[src/rtl/spi_pkg.sv]
// Shared definitions for the SPI command/response master: FSM encoding, SPI mode
// and synchroniser depth.
package spi_pkg;

  typedef enum logic [2:0] {
    StIdle,
    StTxCmd,
    StWaitResp,
    StRxResp,
    StCsHold,
    StGap
  } spi_state_e;

  // {CPOL, CPHA}
  localparam logic [1:0] SPI_MODE0 = 2'b00;

  localparam int unsigned SyncDepth = 2;

  function automatic int unsigned max_u(input int unsigned a, input int unsigned b);
    return (a > b) ? a : b;
  endfunction

endpackage

[src/rtl/spi_shift_engine.sv]
// Mode-0 SCLK generator with MSB-first TX/RX shift registers. One start pulse runs
// DATA_W SCLK cycles; done fires on the clk edge that produces the final falling edge.
module spi_shift_engine
  import spi_pkg::*;
#(
  parameter int unsigned DATA_W  = 32,
  parameter int unsigned CLK_DIV = 4
) (
  input  logic              clk,
  input  logic              rst_n,
  input  logic              start,
  input  logic [DATA_W-1:0] tx_word,
  input  logic              miso,
  output logic [DATA_W-1:0] rx_word,
  output logic              done,
  output logic              sclk,
  output logic              mosi
);

  localparam int unsigned DivW = (CLK_DIV > 1) ? $clog2(CLK_DIV) : 1;
  localparam int unsigned BitW = $clog2(DATA_W + 1);
  localparam logic SclkIdle = SPI_MODE0[1];

  logic              active_q, active_d;
  logic [DivW-1:0]   div_q, div_d;
  logic [BitW-1:0]   bit_q, bit_d;
  logic              sclk_q, sclk_d;
  logic [DATA_W-1:0] tx_q, tx_d;
  logic [DATA_W-1:0] rx_q, rx_d;
  logic              toggle;

  always_comb begin
    active_d = active_q;
    div_d    = div_q;
    bit_d    = bit_q;
    sclk_d   = sclk_q;
    tx_d     = tx_q;
    rx_d     = rx_q;
    toggle   = active_q && (div_q == DivW'(CLK_DIV - 1));
    done     = toggle && sclk_q && (bit_q == BitW'(DATA_W - 1));

    if (start) begin
      active_d = 1'b1;
      div_d    = '0;
      bit_d    = '0;
      sclk_d   = SclkIdle;
      tx_d     = tx_word;
      rx_d     = '0;
    end else if (active_q) begin
      div_d = toggle ? '0 : div_q + DivW'(1);
      if (toggle) begin
        sclk_d = ~sclk_q;
        if (!sclk_q) begin
          rx_d = {rx_q[DATA_W-2:0], miso};
        end else begin
          // Zero fill leaves mosi low once the word has gone out.
          tx_d  = {tx_q[DATA_W-2:0], 1'b0};
          bit_d = bit_q + BitW'(1);
          if (done) active_d = 1'b0;
        end
      end
    end
  end

  always_ff @(posedge clk or negedge rst_n) begin
    if (!rst_n) begin
      active_q <= 1'b0;
      div_q    <= '0;
      bit_q    <= '0;
      sclk_q   <= SclkIdle;
      tx_q     <= '0;
      rx_q     <= '0;
    end else begin
      active_q <= active_d;
      div_q    <= div_d;
      bit_q    <= bit_d;
      sclk_q   <= sclk_d;
      tx_q     <= tx_d;
      rx_q     <= rx_d;
    end
  end

  assign rx_word = rx_q;
  assign sclk    = sclk_q;
  assign mosi    = tx_q[DATA_W-1];

endmodule

[src/rtl/spi_req_resp_master.sv]
// SPI mode-0 master: sends a command, waits for the slave's response_ready (with
// timeout), reads the response under the same cs_n, then hands it to the requester.
module spi_req_resp_master
  import spi_pkg::*;
#(
  parameter int unsigned DATA_W       = 32,
  parameter int unsigned CLK_DIV      = 4,
  parameter int unsigned RESP_TIMEOUT = 1024,
  parameter int unsigned CS_GAP       = 2
) (
  input  logic              clk,
  input  logic              rst_n,
  input  logic              cmd_valid,
  output logic              cmd_ready,
  input  logic [DATA_W-1:0] cmd_data,
  output logic              rsp_valid,
  output logic [DATA_W-1:0] rsp_data,
  output logic              rsp_timeout,
  output logic              busy,
  input  logic              response_ready,
  input  logic              miso,
  output logic              sclk,
  output logic              mosi,
  output logic              cs_n
);

  localparam int unsigned GapCycles = CS_GAP * CLK_DIV;
  localparam int unsigned CntMax    = max_u(max_u(RESP_TIMEOUT, GapCycles), CLK_DIV);
  localparam int unsigned CntW      = $clog2(CntMax + 1);

  spi_state_e        state_q, state_d;
  logic [CntW-1:0]   cnt_q, cnt_d;
  logic              abort_q, abort_d;
  logic              rsp_valid_q, rsp_valid_d;
  logic              rsp_timeout_q, rsp_timeout_d;
  logic [DATA_W-1:0] rsp_data_q, rsp_data_d;
  logic [SyncDepth-1:0] rr_sync_q;

  logic              eng_start;
  logic              eng_done;
  logic [DATA_W-1:0] eng_tx_word;
  logic [DATA_W-1:0] eng_rx_word;

  spi_shift_engine #(
    .DATA_W  (DATA_W),
    .CLK_DIV (CLK_DIV)
  ) u_shift_engine (
    .clk     (clk),
    .rst_n   (rst_n),
    .start   (eng_start),
    .tx_word (eng_tx_word),
    .miso    (miso),
    .rx_word (eng_rx_word),
    .done    (eng_done),
    .sclk    (sclk),
    .mosi    (mosi)
  );

  always_comb begin
    state_d       = state_q;
    cnt_d         = cnt_q;
    abort_d       = abort_q;
    rsp_valid_d   = 1'b0;
    rsp_timeout_d = rsp_timeout_q;
    rsp_data_d    = rsp_data_q;
    eng_start     = 1'b0;
    eng_tx_word   = '0;

    unique case (state_q)
      StIdle: begin
        eng_tx_word = cmd_data;
        if (cmd_valid) begin
          eng_start = 1'b1;
          abort_d   = 1'b0;
          state_d   = StTxCmd;
        end
      end
      StTxCmd: begin
        if (eng_done) begin
          cnt_d   = '0;
          state_d = StWaitResp;
        end
      end
      StWaitResp: begin
        // A response arriving on the timeout cycle still wins.
        if (rr_sync_q[SyncDepth-1]) begin
          eng_start = 1'b1;
          cnt_d     = '0;
          state_d   = StRxResp;
        end else if (cnt_q == CntW'(RESP_TIMEOUT - 1)) begin
          abort_d = 1'b1;
          cnt_d   = '0;
          state_d = StCsHold;
        end else begin
          cnt_d = cnt_q + CntW'(1);
        end
      end
      StRxResp: begin
        if (eng_done) begin
          cnt_d   = '0;
          state_d = StCsHold;
        end
      end
      StCsHold: begin
        if (cnt_q == CntW'(CLK_DIV - 1)) begin
          rsp_valid_d   = 1'b1;
          rsp_timeout_d = abort_q;
          rsp_data_d    = abort_q ? '0 : eng_rx_word;
          cnt_d         = '0;
          state_d       = StGap;
        end else begin
          cnt_d = cnt_q + CntW'(1);
        end
      end
      StGap: begin
        if (32'(cnt_q) + 32'd1 >= GapCycles) begin
          cnt_d   = '0;
          state_d = StIdle;
        end else begin
          cnt_d = cnt_q + CntW'(1);
        end
      end
      default: state_d = StIdle;
    endcase
  end

  always_ff @(posedge clk or negedge rst_n) begin
    if (!rst_n) begin
      state_q       <= StIdle;
      cnt_q         <= '0;
      abort_q       <= 1'b0;
      rsp_valid_q   <= 1'b0;
      rsp_timeout_q <= 1'b0;
      rsp_data_q    <= '0;
      rr_sync_q     <= '0;
    end else begin
      state_q       <= state_d;
      cnt_q         <= cnt_d;
      abort_q       <= abort_d;
      rsp_valid_q   <= rsp_valid_d;
      rsp_timeout_q <= rsp_timeout_d;
      rsp_data_q    <= rsp_data_d;
      rr_sync_q     <= {rr_sync_q[SyncDepth-2:0], response_ready};
    end
  end

  // Decoded from state so an asynchronous reset releases the slave at once.
  assign cs_n        = !(state_q inside {StTxCmd, StWaitResp, StRxResp, StCsHold});
  assign cmd_ready   = (state_q == StIdle);
  assign busy        = (state_q != StIdle);
  assign rsp_valid   = rsp_valid_q;
  assign rsp_timeout = rsp_timeout_q;
  assign rsp_data    = rsp_data_q;

endmodule

[config.mk]
export PLATFORM = sky130hd
export DESIGN_NAME = spi_req_resp_master
export DESIGN_NICKNAME = d
export VERILOG_FILES = /design/src/rtl/spi_pkg.sv /design/src/rtl/spi_shift_engine.sv /design/src/rtl/spi_req_resp_master.sv
export SDC_FILE = /design/constraint.sdc
export NUM_CORES = 1
export LEC_CHECK = 0
export BUFFER_PORTS_ARGS = -buffer_cell sky130_fd_sc_hd__buf_2
export CAP_MARGIN = 10
export CORE_MARGIN = 2
export CORE_UTILIZATION = 52
export DETAILED_ROUTE_END_ITERATION = 10
export PLACE_DENSITY = 0.86
export SLEW_MARGIN = 20
export SYNTH_ARGS = -nofsm -noshare
export SYNTH_HDL_FRONTEND = slang
export SYNTH_SLANG_ARGS = --single-unit
export TNS_END_PERCENT = 10
[constraint.sdc]
create_clock -name clk -period 2.5 [get_ports clk]
set_clock_uncertainty 0.2 [all_clocks]
set_input_delay 0 -clock clk [delete_from_list [all_inputs] [get_ports clk]]
set_output_delay 0 -clock clk [all_outputs]
set_load 0.02 [all_outputs]
==> results of run 1 <==
## cell usage in the layout, fill, tap and decap left out, drive strengths merged, types with 6 or more instances in the layout
cell type,instances
clkbuf,23
nand2,152
mux2i,33
a21oi,44
nor2,21
o21ai,83
nor3,10
clkinv,6
buf,98
nand3,10
nand2b,33
dlygate4sd3,38
dfrtp,125
## power breakdown
part | internal (mW) | total [mW] | switching [mW]
registers | 2.81 | 3.32 | 0.513
logic | 1.04 | 2.69 | 1.65
clock network | 1.68 | 2.55 | 0.871
## flip-flops by register name, indices dropped and copies added, names as in the netlist
name,count
abort_q,1
cnt_q,11
rr_sync_q,2
rsp_data,32
rsp_timeout,1
rsp_valid,1
state_q,3
u_shift_engine.active_q,1
u_shift_engine.bit_q,6
u_shift_engine.div_q,2
u_shift_engine.rx_word,32
u_shift_engine.sclk,1
u_shift_engine.tx_q,32
## per-layer routing
layer	up-vias	GRT usage
met5	-	0
met4	0	0.0714
met3	25	0.0705
met2	190	0.390
met1	2320	0.295
li1	2330	-
## cells by family (layout without fill, tap and decap cells)
logic type / Yosys count / after routing
AOI/OAI and AO/OA: 146 / 146
adders and majority gates: 4 / 4
buffers and inverters: 48 / 173
muxes: 33 / 33
and+or+nand+nor: 256 / 256
xor gates and xnor gates: 6 / 6
DFF: 125 / 125
## per-stage QoR
step,area (sq um),util,setup WS [ns],cells
floorplan,5760,-,0.0852,618
global placement,6310,0.583,0.176,810
detailed placement,6310,0.583,0.0225,810
CTS,7360,0.679,0.0217,881
global route,7400,0.682,-0.000983,883
finish,7400,0.682,0.0997,883
## critical path, cell delays in order (launching register included)
cell and delay, ns:
dfrtp_1 0.45, and3_1 0.26, a2111oi_2 0.41, nor3_1 0.16, nor4b_4 0.36, buf_4 0.21
o21ai_0 0.07, o21ai_0 0.18
## repair_timing
action,CTS,global route
resized for setup,1,7
setup buffers,0,2
hold buffers,39,0
pin swaps,0,1
endpoints found under the setup margin,3,11
hold endpoints to repair,162,0
## worst paths after layout
path                              start                endpoint  slack, ns  cells after the start
setup / recovery               cnt_q[9]                cnt_q[0]        0.1                      7
hold / removal              cmd_data[4]  u_shift_engine.tx_q[4]       0.03                      4
setup reg to reg               cnt_q[9]                cnt_q[0]        0.1                      7
hold reg to reg            rr_sync_q[0]            rr_sync_q[1]       0.15                      0
max in group asynchronous         rst_n     u_shift_engine.sclk       1.39                      4
min in group asynchronous         rst_n             rsp_data[9]       0.46                      4
## cell type report
cell class | count | area (sq um) | share of cell area
Sequential cell | 125 | 3130 | 0.423
Multi-Input combinational cell | 445 | 2470 | 0.334
Timing Repair Buffer | 136 | 976 | 0.132
Clock buffer | 23 | 497 | 0.0672
Tap cell | 140 | 175 | 0.0237
Clock inverter | 9 | 131 | 0.0178
Inverter | 5 | 18.8 | 0.00254
==> run_results.csv, run 1 <==
group,metric,value,unit
run_status,outcome,"complete, no violations",
synth,synth-simple-area-share,0.210,
power_and_ir_drop,irDropWorstVdd,0.686,mV
cts,path_clk_slew,0.06,ns
critical_path,crit_path_end_kind,"register",
synth,synth_compound_area_frac,0.137,
route,first_iter_violations,445,
synth,synthMostInstantiatedCell,"nand2_1",
synth,synth-xor-area-share,0.00913,
global_route,grt.total_usage,0.234,
layout,fillCellCount,780,
synth,synth_cell_types,50,
placed_design,place_congestion,0.895,
critical_path,cp-start-kind,"register",
route,wl_per_cell,15.1,microns
global_route,grt_overflow,0,
placed_design,portBuffers,75,
route,num_vias,4865,
floorplan,io_pins,76,
synth,syn_area,5760,sq um
floorplan,rows,38,
cts,cts_num_sinks,125,
route,highest_layer,"met4",
synth,synth-main-ff-cell,"dfrtp_1",
route,postRouteAntennaNets,0,
route,totalWireLength,13.3,mm
global_route,grt_pass1_vias,4712,
route,dr.pass1.iters,5,
global_route,antenna_found_initial,0,
synth,synth_edf_count,0,
placed_design,dpl.hpwl,7.91,mm
layout,area_growth,28.5,%
sta,slew_violations,0,
route,wl_met1,5.58,mm
floorplan,die_w,109,microns
synth,avgSynthCellArea,9.31,sq um
critical_path,crit_fanout,6,
synth,muxShareOfSynthArea,0.0574,
floorplan,start_util,0.531,
cts,clock_latency,0.52,ns
synth,yosys_warnings,0,
synth,yosysTopAreaCellShare,0.543,
synth,ys_async_sr_fraction,1.00,
synth,synthesis.nets,659,
layout,num_antenna_cells,0,
sta,hold_slack,0.0255,ns
sta,tightest_slew,0.865,ns
layout,finish.net_count,771,
sta,slew-limit-headroom,0.423,
synth,synth_top_cell_by_area,"dfrtp_1",
min_path,hold_path.class,"in2reg",
cts,cts_root_buf,"clkbuf_8",
sta,hold_viol,0,
power_and_ir_drop,p_leak,3.30,nW
power_and_ir_drop,p_per_area,1160,nW/um^2
layout,layout-drive-gt1-share,0.201,
route,wl_met3,821,microns
route,remaining_drc_errors,0,
sta,post-route-min-period,2.40,ns
floorplan,die_area,11900,sq um
floorplan,die_y,109,microns
synth,synth_top_family_by_area,"simple AND/OR/NAND/NOR gates",
sta,setup_violations,0,
global_route,grt_max_degree,66,
cts,htreeDepth,4,
floorplan,core-area,10800,sq um
job,drv_cap,0,
cts,cts_buffer_depth,2,
global_route,grt_pass1_wl,22.0,mm
synth,ys_top_cells_by_area,"dfrtp_1, nand2_1, o21ai_0",
power_and_ir_drop,p_total,8.55,mW
critical_path,worstPathArrival,2.63,ns
synth,ys_top_cells_by_count,"nand2_1, dfrtp_1, o21ai_0, a21oi_1, clkbuf_1",
route,dr_wl_met2,6.63,mm
route,via_per_inst,5.51,
synth,synth_adder_area_share,0.00870,
synth,ys_ff_latch,125,
critical_path,path_class,"reg2reg",
synth,yosysSeqAreaShare,0.543,
sta,finalCritPeriodShare,0.960,
critical_path,required,2.73,ns
sta,fmax,0.417,GHz
cts,tritoncts,"done",
cts,cts_made_buffers,17,
synth,syn-instance-count,618,
sta,finalSetupTns,0,ns
Note: power is estimated with default switching activity, not from simulation.
==> run 2: changes to the inputs <==
CORE_UTILIZATION = 54   (was 52)
CTS_BUF_LIST = sky130_fd_sc_hd__clkbuf_8   (was unset)
PLACE_DENSITY = 0.88   (was 0.86)
==> run_results.csv, run 2 (synthesized netlist as in run 1, its figures left out) <==
group,metric,value,unit
power_and_ir_drop,p_leak,3.20,nW
route,totalWireLength,13.6,mm
floorplan,die_w,107,microns
floorplan,die_area,11500,sq um
sta,slew_violations,0,
power_and_ir_drop,p_sw_frac,0.380,
min_path,hold_path.class,"in2reg",
critical_path,worstPathArrival,2.59,ns
layout,fillCellCount,734,
sta,tightest_slew,0.880,ns
floorplan,start_util,0.558,
global_route,grt_pass1_vias,4832,
placed_design,dpl.hpwl,7.90,mm
placed_design,place_congestion,0.841,
critical_path,crit_fanout,6,
layout,final_common_cell,"nand2_1",
layout,area_growth,24.6,%
layout,finish.net_count,769,
floorplan,rows,37,
floorplan,core-area,10300,sq um
sta,setup_slack,0.0666,ns
run_status,outcome,"complete, no violations",
cts,htreeDepth,4,
sta,finalCritPeriodShare,0.973,
power_and_ir_drop,switching_power,3.02,mW
power_and_ir_drop,power.internal,4.93,mW
layout,final_cell_area,7170,sq um
route,num_vias,4952,
critical_path,crit_path_end_kind,"register",
cts,cts_num_sinks,125,
route,wl_per_cell,15.5,microns
critical_path,required,2.65,ns
power_and_ir_drop,p_per_area,1110,nW/um^2
cts,path_clk_slew,0.08,ns
global_route,grt_pass1_wl,22.5,mm
layout,seq_area,3130,sq um
layout,layout-drive-gt1-share,0.192,
global_route,grt.total_usage,0.249,
cts,cts_buffer_depth,2,
route,via_per_inst,5.65,
route,postRouteAntennaNets,0,
sta,setup_violations,0,
global_route,grt_max_degree,74,
layout,utilization,0.695,
power_and_ir_drop,combPwrFrac,0.340,
global_route,antenna_found_initial,0,
sta,hold_viol,0,
placed_design,pre_cts_ws,0.138,ns
layout,num_antenna_cells,0,
cts,clock_latency,0.44,ns
critical_path,cp-start-kind,"register",
power_and_ir_drop,clkPwrFrac,0.242,
route,remaining_drc_errors,0,
placed_design,portBuffers,75,
power_and_ir_drop,p_total,7.95,mW
sta,post-route-min-period,2.43,ns
sta,slew-limit-headroom,0.414,
power_and_ir_drop,pwr-share-seq,0.418,
route,dr.pass1.iters,5,
cts,cts_made_buffers,17,
critical_path,path_class,"reg2reg",
floorplan,io_pins,76,
cts,cts_root_buf,"clkbuf_8",
job,drv_cap,0,
layout,final_cell_mix,"nand2_1, dfrtp_1, o21ai_0",
global_route,grt_overflow,0,
floorplan,die_y,107,microns
layout,multiInputGateArea,2450,sq um
cts,tritoncts,"done",
power_and_ir_drop,irDropWorstVdd,0.535,mV
sta,fmax,0.411,GHz
route,first_iter_violations,362,
placed_design,dpl_cell_area,6310,sq um
==> run 2: cell types whose count changed in the layout (fill, tap and decap cells not counted), sizes merged <==
cell	change
clkinvlp	+2
buf	-2
bufinv	+1
clkbuf	-6
inv	+4
clkinv	-1
==> run 2: worst paths after layout <==
kind                                         endpoint  slack (ns)         start  cells past startpoint
max                                          cnt_q[0]        0.07      cnt_q[1]                      8
min                           u_shift_engine.tx_q[14]        0.10  cmd_data[14]                      4
max reg2reg                                  cnt_q[0]        0.07      cnt_q[1]                      8
min reg2reg                              rr_sync_q[1]        0.15  rr_sync_q[0]                      0
max in group asynchronous  u_shift_engine.rx_word[17]        1.32         rst_n                      4
min in group asynchronous                 rsp_data[8]        0.49         rst_n                      4
==> run 2: power groups by stage <==
stage               Sequential (mW)  Clock, mW  Combinational [mW]
global placement               3.28          0                2.45
detailed placement             3.34          0                2.57
global route                   3.42       2.06                3.02
CTS                            3.31       1.96                2.65
finish                         3.33       1.93                2.70
floorplan                      3.53          0                1.50
==> run 2: stage by stage <==
stage | setup TNS, ns | instances | hold WS [ns]
3_5_place_dp | 0 | 804 | -0.145
6_report | 0 | 877 | 0.105
5_1_grt | -0.00251 | 877 | 0.119
4_1_cts | 0 | 875 | 0.0746
3_3_place_gp | 0 | 804 | -0.151
2_1_floorplan | 0 | 618 | -0.496
==> run 2: cell type report <==
cell class / instances / share of cell area
Clock buffer: 17 / 0.0326
Clock inverter: 15 / 0.0274
Inverter: 5 / 0.00262
Multi-Input combinational cell: 445 / 0.342
Sequential cell: 125 / 0.436
Tap cell: 136 / 0.0237
Timing Repair Buffer: 134 / 0.136
==> run 2: timing repair <==
| item | 4_1_cts | 5_1_grt |
|---|---|---|
| gates resized for setup | 0 | 5 |
| buffers inserted | 0 | 2 |
| hold endpoints to repair | 161 | 0 |
| hold buffers | 39 | 0 |
| endpoints found under the setup margin | 0 | 9 |
==> run 2: metal layers <==
metal,up-vias,GRT usage,routed length [microns]
li1,2322,-,-
met1,2411,0.305,5580
met2,188,0.435,7020
met3,31,0.0590,723
met4,0,0.0742,242
met5,-,0,0
==> run 2: worst max-delay path: stages (launching register included) <==
cell and delay [ns]:
dfrtp_2 0.45, ha_1 0.24, a211o_1 0.30, a311oi_1 0.25
nor3_1 0.11, nor4b_4 0.35, buf_4 0.20, o21ai_0 0.10
o21ai_1 0.16
